## src/rtl/led_panel_pkg.sv

```systemverilog
// Shared types and sizing helpers for the LED matrix panel datapath
// (scan driver, framebuffer and their glue).
package led_panel_pkg;

  typedef enum logic [1:0] {
    S_IDLE,
    S_SHIFT,
    S_LATCH,
    S_HOLD
  } scan_state_t;

  localparam int DEFAULT_COLS = 32;
  localparam int DEFAULT_ROWS = 2;

  // Bit width needed to index n items; never narrower than one bit.
  function automatic int width_of(input int n);
    return (n > 1) ? $clog2(n) : 1;
  endfunction

endpackage

```

## src/rtl/led_clk_div.sv

```systemverilog
// Half-period phase counter for the panel shift clock: tick marks the last
// cycle of a half period, phase is low (0) or high (1) half of the bit.
module led_clk_div
  import led_panel_pkg::*;
#(
  parameter int CLK_DIV = 4,
  localparam int CW = width_of(CLK_DIV)
) (
  input  logic          clk,
  input  logic          rst,
  input  logic          run,
  output logic          tick,
  output logic          phase,
  output logic [CW-1:0] cnt
);

  assign tick = run && (cnt == CW'(CLK_DIV - 1));

  // Held at the start of a low phase whenever the scan is not shifting or latching.
  always_ff @(posedge clk or posedge rst) begin
    if (rst) begin
      cnt   <= '0;
      phase <= 1'b0;
    end else if (!run) begin
      cnt   <= '0;
      phase <= 1'b0;
    end else if (tick) begin
      cnt   <= '0;
      phase <= ~phase;
    end else begin
      cnt <= cnt + 1'b1;
    end
  end

endmodule

```

## src/rtl/led_scan_driver.sv

```systemverilog
// Row-scanning serial driver for a single-colour LED panel: shifts one row
// out of a 1-bit framebuffer, latches it, holds it, then moves to the next row.
module led_scan_driver
  import led_panel_pkg::*;
#(
  parameter int COLS    = DEFAULT_COLS,
  parameter int ROWS    = DEFAULT_ROWS,
  parameter int CLK_DIV = 4,
  parameter int HOLD    = 1024,
  localparam int AW     = width_of(COLS * ROWS),
  localparam int RW     = width_of(ROWS)
) (
  input  logic          clk,
  input  logic          rst,
  input  logic          enable,
  output logic [AW-1:0] fb_addr,
  input  logic          fb_data,
  output logic          r1,
  output logic [RW-1:0] a,
  output logic          sclk,
  output logic          lat,
  output logic          frame_done
);

  localparam int CW = width_of(COLS);
  localparam int HW = width_of(HOLD);
  localparam int DW = width_of(CLK_DIV);

  scan_state_t   state;
  logic [RW-1:0] row;
  logic [RW-1:0] row_next;
  logic [CW-1:0] col;
  logic [HW-1:0] hold_cnt;
  logic          div_run;
  logic          tick;
  logic          phase;
  logic [DW-1:0] div_cnt;
  logic          row_last;
  logic          col_last;
  logic          hold_last;

  assign div_run   = (state == S_SHIFT) || (state == S_LATCH);
  assign row_last  = (row == RW'(ROWS - 1));
  assign col_last  = (col == CW'(COLS - 1));
  assign hold_last = (hold_cnt == HW'(HOLD - 1));
  assign row_next  = row_last ? '0 : row + 1'b1;

  function automatic logic [AW-1:0] addr_of(input logic [RW-1:0] r, input logic [CW-1:0] c);
    return AW'(r) * AW'(COLS) + AW'(c);
  endfunction

  led_clk_div #(
    .CLK_DIV(CLK_DIV)
  ) u_div (
    .clk  (clk),
    .rst  (rst),
    .run  (div_run),
    .tick (tick),
    .phase(phase),
    .cnt  (div_cnt)
  );

  // fb_addr is issued at the first cycle of each bit; the pixel comes back one
  // cycle later and is captured into r1 at the end of the second low cycle.
  always_ff @(posedge clk or posedge rst) begin
    if (rst) begin
      state      <= S_IDLE;
      row        <= '0;
      col        <= '0;
      hold_cnt   <= '0;
      fb_addr    <= '0;
      r1         <= 1'b0;
      a          <= '0;
      sclk       <= 1'b0;
      lat        <= 1'b0;
      frame_done <= 1'b0;
    end else begin
      frame_done <= 1'b0;
      case (state)
        S_IDLE: begin
          sclk <= 1'b0;
          lat  <= 1'b0;
          if (enable) begin
            state   <= S_SHIFT;
            col     <= '0;
            fb_addr <= addr_of(row, '0);
          end
        end
        S_SHIFT: begin
          if (!phase && div_cnt == DW'(1)) begin
            r1 <= fb_data;
          end
          if (tick) begin
            if (!phase) begin
              sclk <= 1'b1;
            end else begin
              sclk <= 1'b0;
              if (col_last) begin
                state <= S_LATCH;
                col   <= '0;
                lat   <= 1'b1;
                a     <= row;
              end else begin
                col     <= col + 1'b1;
                fb_addr <= addr_of(row, col + 1'b1);
              end
            end
          end
        end
        S_LATCH: begin
          if (tick) begin
            state    <= S_HOLD;
            lat      <= 1'b0;
            hold_cnt <= '0;
          end
        end
        S_HOLD: begin
          if (hold_last) begin
            hold_cnt   <= '0;
            row        <= row_next;
            frame_done <= row_last;
            if (enable) begin
              state   <= S_SHIFT;
              col     <= '0;
              fb_addr <= addr_of(row_next, '0);
            end else begin
              state <= S_IDLE;
            end
          end else begin
            hold_cnt <= hold_cnt + 1'b1;
          end
        end
        default: state <= S_IDLE;
      endcase
    end
  end

endmodule

```

## config.mk

```make
export PLATFORM = sky130hd
export DESIGN_NAME = led_scan_driver
export DESIGN_NICKNAME = d
export VERILOG_FILES = /design/src/rtl/led_panel_pkg.sv /design/src/rtl/led_clk_div.sv /design/src/rtl/led_scan_driver.sv
export SDC_FILE = /design/constraint.sdc
export NUM_CORES = 1
export LEC_CHECK = 0
export CAP_MARGIN = 20
export CELL_PAD_IN_SITES_DETAIL_PLACEMENT = 0
export CELL_PAD_IN_SITES_GLOBAL_PLACEMENT = 1
export CORE_MARGIN = 5
export CORE_UTILIZATION = 49
export DETAILED_ROUTE_END_ITERATION = 12
export DONT_BUFFER_PORTS = 1
export PLACE_DENSITY_LB_ADDON = 0.08
export SYNTH_ARGS = -nofsm -noshare
export SYNTH_HDL_FRONTEND = slang
export SYNTH_SLANG_ARGS = --single-unit
```

## constraint.sdc

```tcl
create_clock -name clk -period 2.64 [get_ports clk]
set_clock_uncertainty 0.2 [all_clocks]
set_input_delay 0.528 -clock clk [delete_from_list [all_inputs] [get_ports clk]]
set_output_delay 0.528 -clock clk [all_outputs]
set_load 0.1 [all_outputs]
```

==> impl_metrics.json, run 1 <==
{
  "min_from": "fb_data",
  "grt_pass1_wl_mm": 6.32,
  "postRouteAntennaNets": 0,
  "grt_max_degree": 33,
  "n_antenna_cell": 0,
  "crit_type": "reg2reg",
  "fin_util_pct": 57.4,
  "cp-end-kind": "register",
  "yosysTopAreaCell": "dfrtp_1",
  "p_clk_share_pct": 40.8,
  "grt_use_total_pct": 16.1,
  "synth_cell_types": 40,
  "cp_max_fo": 6,
  "dpl_cell_area_sq_um": 1850,
  "tightest_slew_ps": 909,
  "cts_made_buffers": 5,
  "whs_path_depth": 1,
  "place_congestion": 0.841,
  "antenna_found_initial": 0,
  "drcViolationCount": 0,
  "io_buffer_count": 0,
  "clkSlewWorstSetupHoldPaths_ps": 100,
  "crit_required_ps": 2660,
  "syn-cell-area_sq_um": 1750,
  "fin_total_pwr_uw": 903,
  "whs_ps": 136,
  "arrival_ps": 2500,
  "finalHoldViolations": 0,
  "fmax_mhz": 404,
  "post_cts_buffers": 0,
  "power_frac_seq_pct": 56.3,
  "synth.avg_cell_area_sq_um": 10.4,
  "holdPathEnd": "r1",
  "setup_viol": 0,
  "grt_overflow": 0,
  "slew_headroom_pct": 39.4,
  "fp.dieArea_sq_um": 4870,
  "drive_above_1_share_pct": 18.6,
  "p_sw_uw": 204,
  "syn_to_final_growth_pct": 11.1,
  "synth_seq_area_share_pct": 45.7,
  "die_h_um": 69.8,
  "cts.sinks": 32,
  "drtIter0Drc": 90,
  "status": "completed",
  "powerDensity_nw_per_um2": 464,
  "ys_ff_latch": 32,
  "worst-r2r-cell-count": 7,
  "cts_tree": "built",
  "ioPinCount": 15,
  "yosys.area.top_type_share_pct": 45.7,
  "switching_share_pct": 22.6,
  "rsz0062_at_grt": "false",
  "cp-start-kind": "register",
  "place_hpwl_mm": 2.56,
  "synth_area_leaders": "dfrtp_1 (46%), ha_1 (7.1%), mux2_2 (4.5%)",
  "p_int_uw": 699,
  "vias": 1279,
  "fillers": 300,
  "initial_core_util_pct": 51.7,
  "finalSetupTns_ps": 0,
  "min_path_type": "in2reg",
  "drv_slew": 0,
  "nets": 196,
  "ctsRootBufferMaster": "clkbuf_4",
  "yosysWarnings": 0,
  "cts_max_level": 2,
  "clk_latency_ps": 350,
  "num_rows": 21,
  "drt-total-wl_mm": 3.53,
  "syn_nets": 183,
  "synth_cells": 169,
  "die_w_um": 69.8,
  "wl_per_cell_um": 15.4,
  "period_share_pct": 93.8,
  "vias_per_cell": 5.59,
  "final_cell_area_sq_um": 1950,
  "maxCapViolCount": 0,
  "r2r-start": "col[0]",
  "p_comb_share_pct": 2.9,
  "ir_drop_v": 0.000299,
  "leakage_uw": 0.000941,
  "clock_path_buffers": 2,
  "fin_crit_ps": 2480,
  "grt_pass1_vias": 1321,
  "firstDrtPassIters": 4,
  "r2r-end": "fb_addr[4]",
  "ff2ff_setup_slack_ps": 160,
  "core_area_sq_um": 3390
}
-- timing repair --
| action | in CTS | in global routing |
|---|---|---|
| hold buffers | 1 | 0 |
| hold endpoints to repair | 32 | 0 |
| gates resized for setup | 0 | 1 |
| setup endpoints to repair | 0 | 3 |
-- cell usage after synthesis --
master and n:
nand3b_1 1, nor2_1 11, o21a_1 1, a31o_2 1
dfrtp_1 32, and3_1 3, o2111ai_1 1, and4_4 1
nand2b_1 3, a21oi_1 2, and3_2 1, mux2_2 7
ha_1 10, nand3_1 11, nor3b_1 1, xnor2_1 4
a211oi_1 2, mux2_4 4, nand4_1 2, mux2i_1 3
a31oi_1 2, and4_2 1, a2111oi_0 2, nand2_1 15
or3b_2 1, o31ai_1 1, or4_1 1, xor2_1 3
buf_6 1, or3_1 2, o21ai_0 9, a22oi_1 3
o41ai_1 2, o22ai_1 2, nor2b_1 1, a221oi_1 1
and2_1 5, a31oi_4 1, inv_1 12, clkbuf_1 3
-- worst max-delay path by stage --
stage	slack (ps)	endpoint	cells after the start	startpoint
global route	60	col[3]	6	state[1]
floorplan	330	col[0]	7	state[1]
CTS	100	fb_addr[0]	7	col[0]
detailed placement	140	fb_addr[4]	7	col[0]
global placement	260	fb_addr[3]	7	col[0]
finish	160	fb_addr[4]	7	col[0]
-- cell families after synthesis --
group           after synthesis  share of synthesized area, %
simple gates                 60                          17.9
flops                        32                          45.7
compound gates               30                          12.3
buf+inv                      16                          3.86
mux                          14                          9.64
fa+ha+maj                    10                          7.14
xor+xnor                      7                          3.50
-- through the flow --
stage	worst slack [ps]	instances
3_3_place_gp	260	220
3_5_place_dp	139	220
6_report	163	229
5_1_grt	61.4	229
4_1_cts	104	229
2_1_floorplan	333	169
-- worst max-delay path: stages (launching register included) --
cell	delay (ps)
dfrtp_1	440
ha_1	270
and3_1	200
ha_1	210
nand2b_1	150
a221oi_1	340
nand3_2	230
mux2_2	330
-- sequential cells by signal (all words and copies together), names as in the netlist --
name and flops:
sclk 1, a 1, u_div.cnt 2, r1 1, lat 1, row 1, state 2, fb_addr 6
col 5, u_div.phase 1, frame_done 1, hold_cnt 10
-- area by class of cell --
type                            instances  area, sq um  area share [%]
Clock inverter                          2         35.0            1.80
Sequential cell                        32          801            41.2
Multi-Input combinational cell        121          888            45.7
Timing Repair Buffer                   10         77.6            3.99
Inverter                               12         45.0            2.32
Tap cell                               46         57.6            2.96
Clock buffer                            6         41.3            2.12
-- layout by cell type (no fill, tap or decap), drive strengths merged, types with 2 or more instances in the layout --
cell type | netlist | routed
mux2 | 11 | 11
o22ai | 2 | 2
inv | 12 | 12
and2 | 5 | 5
nor2 | 11 | 11
o21ai | 9 | 9
and4 | 2 | 2
nand3 | 11 | 11
nand2b | 3 | 3
a211oi | 2 | 2
dfrtp | 32 | 32
ha | 10 | 10
xnor2 | 4 | 4
buf | 1 | 9
nand2 | 15 | 15
or3 | 2 | 2
a31oi | 3 | 3
a21oi | 2 | 2
mux2i | 3 | 3
a22oi | 3 | 3
o41ai | 2 | 2
xor2 | 3 | 3
a2111oi | 2 | 2
and3 | 4 | 4
clkbuf | 3 | 6
nand4 | 2 | 2
-- routing by layer --
| metal | part of all wire, % | routed length [um] | global-route usage [%] | vias up |
|---|---|---|---|---|
| met3 | 5.6 | 199 | 5.65 | 9 |
| met5 | 0 | 0 | 0 | - |
| li1 | - | - | - | 627 |
| met4 | 2.1 | 73 | 7.23 | 0 |
| met2 | 44 | 1540 | 23.6 | 26 |
| met1 | 49 | 1720 | 21.3 | 617 |
-- power by group through the flow --
stage | combinational (uW) | clock [uW] | sequential, uW
after floorplan | 13.6 | 0 | 523
after global placement | 25.4 | 0 | 518
final | 26.1 | 369 | 508
after global routing | 30.0 | 401 | 509
after CTS | 27.0 | 378 | 508
after detailed placement | 26.1 | 0 | 518
No activity file was read; power rests on OpenSTA's default activity.
==> inputs of run 2 (changes only) <==
--- a/config.mk
+++ b/config.mk
@@ -5,11 +5,11 @@
 export SDC_FILE = /design/constraint.sdc
 export NUM_CORES = 1
 export LEC_CHECK = 0
-export CAP_MARGIN = 20
+export CAP_MARGIN = 40
 export CELL_PAD_IN_SITES_DETAIL_PLACEMENT = 0
 export CELL_PAD_IN_SITES_GLOBAL_PLACEMENT = 1
 export CORE_MARGIN = 5
-export CORE_UTILIZATION = 49
+export CORE_UTILIZATION = 50
 export DETAILED_ROUTE_END_ITERATION = 12
 export DONT_BUFFER_PORTS = 1
 export PLACE_DENSITY_LB_ADDON = 0.08
==> constraint.sdc (replaced) <==
create_clock -name clk -period 2.92 [get_ports clk]
set_clock_uncertainty 0.2 [all_clocks]
set_input_delay 0.584 -clock clk [delete_from_list [all_inputs] [get_ports clk]]
set_output_delay 0.584 -clock clk [all_outputs]
set_load 0.005 [all_outputs]
==> run 2 against run 1 <==
Total power shrank 17%. Sequential cell count is the same. Sequential power fell by 11%. Worst setup slack better by 280 ps. Highest routed layer unchanged. Cell count down 3.9%. Wire length shrank 4.6%.
==> impl_metrics.json, run 2 (synthesized netlist as in run 1, its figures left out) <==
{
  "status": "completed",
  "period_share_pct": 84.9,
  "clk_latency_ps": 340,
  "post_cts_buffers": 0,
  "place_congestion": 0.855,
  "clkSlewWorstSetupHoldPaths_ps": 90,
  "slew_headroom_pct": 66.4,
  "mostFrequentLayoutCells": "dfrtp_1 (32), nand2_1 (15), inv_1 (12), nand3_1 (11), nor2_1 (11)",
  "crit_slowest_cell": "dfrtp_1",
  "setup_viol": 0,
  "maxCapViolCount": 0,
  "fin_crit_ps": 2480,
  "ctsRootBufferMaster": "clkbuf_4",
  "p_clk_share_pct": 38.0,
  "crit_top_cell": "ha_1",
  "syn_to_final_growth_pct": 6.57,
  "p_comb_share_pct": 2.2,
  "r2r-start": "col[0]",
  "layout_commonest_cell": "dfrtp_1",
  "p_int_uw": 587,
  "clock_path_buffers": 2,
  "drive_above_1_share_pct": 14.9,
  "p_sw_uw": 163,
  "nets": 188,
  "rsz0062_at_grt": "false",
  "grt_max_degree": 33,
  "slowest_delay_ps": 440,
  "worst-r2r-cell-count": 7,
  "finalHoldViolations": 0,
  "power_frac_seq_pct": 59.9,
  "drt-total-wl_mm": 3.36,
  "core_area_sq_um": 3360,
  "powerDensity_nw_per_um2": 402,
  "largest_register": "hold_cnt",
  "multi_input_area_sq_um": 883,
  "cp_max_fo": 6,
  "finalSetupTns_ps": 0,
  "cpLargestDelayFamily": "simple AND/OR/NAND/NOR gates",
  "tightest_slew_ps": 491,
  "crit_chain": "ha_1 -> and3_1 -> ha_1 -> nand2b_1 -> a221oi_1 -> nand3_1 -> mux2_2",
  "fmax_mhz": 403,
  "n_antenna_cell": 0,
  "drv_slew": 0,
  "num_rows": 21,
  "leakage_uw": 0.000897,
  "grt_use_total_pct": 15.2,
  "io_buffer_count": 0,
  "firstDrtPassIters": 4,
  "grt_pass1_vias": 1188,
  "hold_buffers": 0,
  "cts_resized": 0,
  "antenna_found_initial": 0,
  "ioPinCount": 15,
  "place_hpwl_mm": 2.49,
  "arrival_ps": 2510,
  "dpl_cell_area_sq_um": 1800,
  "final_cell_area_sq_um": 1870,
  "ir_drop_v": 0.000204,
  "cp-end-kind": "register",
  "seq_area_sq_um": 801,
  "cts_tree": "built",
  "switching_share_pct": 21.7,
  "drcViolationCount": 0,
  "crit_required_ps": 2950,
  "wl_per_cell_um": 15.3,
  "die_h_um": 69.2,
  "cts_max_level": 2,
  "top_regs": "hold_cnt (10), fb_addr (6), col (5)",
  "fillers": 322,
  "largest_reg_flops": 10,
  "cts.sinks": 32,
  "cts_made_buffers": 5,
  "min_path_type": "in2async",
  "vias": 1268,
  "grt_overflow": 0,
  "cp-start-kind": "register",
  "die_w_um": 69.2,
  "initial_core_util_pct": 52.1,
  "grt_pass1_wl_mm": 5.79,
  "fp.dieArea_sq_um": 4790,
  "path_depth": 7,
  "vias_per_cell": 5.76,
  "postRouteAntennaNets": 0,
  "path_buf_inv": 0,
  "crit_type": "reg2reg",
  "drtIter0Drc": 74,
  "crit_start": "col[0]"
}
run 2: cell types whose count changed in the layout (fill, tap and decap cells not counted), sizes merged:
| cell | change |
|---|---|
| clkbuf | +1 |
| clkinv | -1 |
| bufinv | -1 |
| dlygate4sd3 | -1 |
| buf | -7 |
run 2: stage by stage:
step | std cells | setup WS, ps | total power, uW | util (%) | hold slack (ps)
after detailed placement | 213 | 451 | 476 | 53.6 | 274
after CTS | 220 | 440 | 761 | 55.5 | 12.0
final | 220 | 441 | 751 | 55.5 | 5.66
after global placement | 213 | 542 | 475 | 53.6 | 253
after global routing | 220 | 304 | 784 | 55.5 | 42.1
after floorplan | 169 | 613 | 470 | - | 243
run 2: worst paths after layout:
kind / end / slack (ps)
setup / recovery: fb_addr[3] / 440
max in group asynchronous: fb_addr[0] / 2230
hold reg to reg: u_div.cnt[0] / 280
min in group clk: r1 / 190
hold / removal: hold_cnt[2] / 6
setup reg to reg: fb_addr[3] / 440
run 2: final cells by class:
type | instances | area share, %
Timing Repair Buffer | 2 | 0.804
Sequential cell | 32 | 42.9
Tap cell | 46 | 3.08
Inverter | 12 | 2.41
Clock buffer | 7 | 3.49
Multi-Input combinational cell | 121 | 47.3
run 2: routing by layer:
metal  track usage, %  share of wire, %  vias up
met3             5.07               5.1        8
met4             5.86               1.9        0
met5                0                 0        -
met2             22.4                43       31
met1             20.6                50      616
li1                 -                 -      613
run 2: power by group through the flow:
stage | Combinational, uW | Clock [uW] | Sequential [uW]
floorplan | 12.3 | 0 | 457
global placement | 16.6 | 0 | 458
detailed placement | 17.2 | 0 | 458
CTS | 17.1 | 294 | 450
global route | 19.3 | 314 | 450
finish | 16.2 | 285 | 450
==> inputs of run 3 (changes only) <==
--- a/config.mk
+++ b/config.mk
@@ -5,11 +5,12 @@
 export SDC_FILE = /design/constraint.sdc
 export NUM_CORES = 1
 export LEC_CHECK = 0
+export ABC_AREA = 1
 export CAP_MARGIN = 40
 export CELL_PAD_IN_SITES_DETAIL_PLACEMENT = 0
 export CELL_PAD_IN_SITES_GLOBAL_PLACEMENT = 1
 export CORE_MARGIN = 5
-export CORE_UTILIZATION = 50
+export CORE_UTILIZATION = 42
 export DETAILED_ROUTE_END_ITERATION = 12
 export DONT_BUFFER_PORTS = 1
 export PLACE_DENSITY_LB_ADDON = 0.08
==> constraint.sdc (replaced) <==
create_clock -name clk -period 2.1 [get_ports clk]
set_clock_uncertainty 0.2 [all_clocks]
set_input_delay 0.42 -clock clk [delete_from_list [all_inputs] [get_ports clk]]
set_output_delay 0.42 -clock clk [all_outputs]
set_load 0.005 [all_outputs]
==> run 3 against run 2 <==
Via count increased by 12%. Synthesized area up 2.9%. Sequential cell count did not move. Global-route usage is 0.89 points lower. First-iteration DRC count shrank 34%. Maximum frequency increased by 24%. Total power grew to 3.3 times the previous value. Critical endpoint is now fb_addr[5]. Highest routed layer unchanged.
==> impl_metrics.json, run 3 <==
{
  "status": "completed",
  "cts_max_level": 2,
  "wl_per_cell_um": 13.3,
  "place_hpwl_mm": 2.76,
  "cp-start-kind": "register",
  "synth_seq_area_share_pct": 44.4,
  "period_share_pct": 95.4,
  "synth_cell_types": 29,
  "die_h_um": 75.5,
  "yosys.area.top_type_share_pct": 44.4,
  "fp.dieArea_sq_um": 5700,
  "grt_use_total_pct": 14.3,
  "fin_util_pct": 49.3,
  "layout_commonest_cell": "nand2_1",
  "crit_required_ps": 2080,
  "initial_core_util_pct": 44.1,
  "drt-total-wl_mm": 3.74,
  "clkSlewWorstSetupHoldPaths_ps": 70,
  "clk_latency_ps": 290,
  "cpLargestDelayFamily": "simple AND/OR/NAND/NOR gates",
  "drcViolationCount": 0,
  "vias": 1415,
  "maxCapViolCount": 0,
  "io_buffer_count": 0,
  "clock_path_buffers": 2,
  "ctsRootBufferMaster": "clkbuf_8",
  "ioPinCount": 15,
  "fin_total_pwr_uw": 2470,
  "syn-cell-area_sq_um": 1800,
  "finalSetupTns_ps": 0,
  "syn_nets": 233,
  "cts_made_buffers": 5,
  "mostFrequentLayoutCells": "nand2_1 (56), dfrtp_1 (32), inv_1 (24), nor2_1 (23), nand3_1 (18)",
  "yosysTopAreaCell": "dfrtp_1",
  "crit_slowest_cell": "dfrtp_1",
  "setup_viol": 0,
  "place_congestion": 0.791,
  "grt_pass1_wl_mm": 6.04,
  "ir_drop_v": 0.000646,
  "num_rows": 23,
  "synth.most_common_cell": "nand2_1",
  "drv_slew": 0,
  "drtIter0Drc": 49,
  "synth-main-ff-cell": "dfrtp_1",
  "fmax_mhz": 499,
  "path_buf_inv": 0,
  "min_path_type": "in2reg",
  "leakage_uw": 0.00103,
  "arrival_ps": 1980,
  "synth.avg_cell_area_sq_um": 8.23,
  "slew_headroom_pct": 72.7,
  "drive_above_1_share_pct": 15.5,
  "antenna_found_initial": 0,
  "fin_crit_ps": 2000,
  "grt_pass1_vias": 1328,
  "synthArstFlopShare_pct": 100,
  "tightest_slew_ps": 410,
  "ys_ff_latch": 32,
  "crit_chain": "ha_1 -> and3_1 -> ha_1 -> a21oi_2 -> nand2_1 -> nor2_4 -> nand2_4 -> nand2_1 -> nand2_1",
  "synth-edff-count": 0,
  "core_area_sq_um": 4090,
  "grt_max_degree": 33,
  "crit_top_cell": "nand2_1",
  "top_regs": "hold_cnt (10), fb_addr (6), col (5)",
  "grt_overflow": 0,
  "die_w_um": 75.5,
  "powerDensity_nw_per_um2": 1230,
  "synth_cells": 219,
  "synth_area_leaders": "dfrtp_1 (44%), nand2_1 (12%), ha_1 (6.9%)",
  "slowest_delay_ps": 410,
  "dp_slack_ps": 95.6,
  "nets": 245,
  "finalHoldViolations": 0,
  "vias_per_cell": 5.02,
  "largest_register": "hold_cnt",
  "yosysWarnings": 0,
  "synth_common_cells": "nand2_1 (56), dfrtp_1 (32), inv_1 (24), nor2_1 (24), nand3_1 (18)",
  "largest_reg_flops": 10,
  "cts_tree": "built",
  "firstDrtPassIters": 4,
  "fin_ws_ps": 96.9,
  "syn_to_final_growth_pct": 11.7,
  "cts.sinks": 32,
  "crit_type": "reg2reg",
  "cp-end-kind": "register",
  "postRouteAntennaNets": 0,
  "n_antenna_cell": 0,
  "cp_max_fo": 7
}
==> run 3: changes by cell type after synthesis, moves of 4 or more <==
cell	change
and2_1	-5
inv_1	+12
mux2_2	-6
mux2_4	-4
nand2_1	+41
nand2_2	+5
nand3_1	+7
nor2_1	+13
nor2_2	+4
nor2_4	+4
==> run 3: final timing paths <==
| check | startpoint | end | slack (ps) | cells after the start |
|---|---|---|---|---|
| worst max-delay path | col[1] | fb_addr[5] | 100 | 9 |
| worst min-delay path | fb_data | r1 | 90 | 1 |
| worst max register to register | col[1] | fb_addr[5] | 100 | 9 |
| worst min register to register | u_div.cnt[0] | u_div.cnt[0] | 260 | 1 |
| max in group asynchronous | rst | r1 | 940 | 3 |
| min in group asynchronous | rst | fb_addr[2] | 460 | 3 |
==> run 3: final cells by class <==
class | count | area (sq um)
fill | 402 | 2070
multi-input combinational | 158 | 880
sequential | 32 | 801
inverter | 26 | 100
clock buffer | 6 | 72.6
timing repair buffer | 8 | 62.6
tap | 50 | 62.6
clock inverter | 2 | 35.0
==> run 3: kinds of logic after synthesis <==
kind of cell	synth area share [%]
adders and majority gates	6.94
DFF	44.4
xor gates and xnor gates	1.94
AOI/OAI and AO/OA	5.13
and+or+nand+nor	33.5
muxes	0.625
buffers and inverters	7.43
==> run 3: repair_timing <==
item                       in CTS  in global routing
hold endpoints to repair       32                  0
hold buffers                    1                  0
setup buffers                   0                  4
setup endpoints to repair       0                 18
gates resized for setup         0                  3
==> run 3: metrics by stage <==
stage,hold slack [ps],cell area (sq um),instances
after detailed placement,229,1850,269
after floorplan,234,1800,219
after global routing,90.9,2010,282
final,89.4,2010,282
after CTS,86.0,1970,278
after global placement,221,1850,269
==> run 3: layer usage <==
layer,vias to the layer above,part of all wire [%],global-route usage [%]
met5,-,0,0
met4,0,3.2,8.74
met3,11,3.6,3.43
met2,24,46,22.1
met1,660,48,18.0
li1,720,-,-
==> run 3: power breakdown <==
part	switching [uW]	leakage (uW)	internal, uW
logic	714	0.000538	372
clock network	234	0.0000552	352
registers	76.9	0.000435	725
total	1020	0.00103	1450
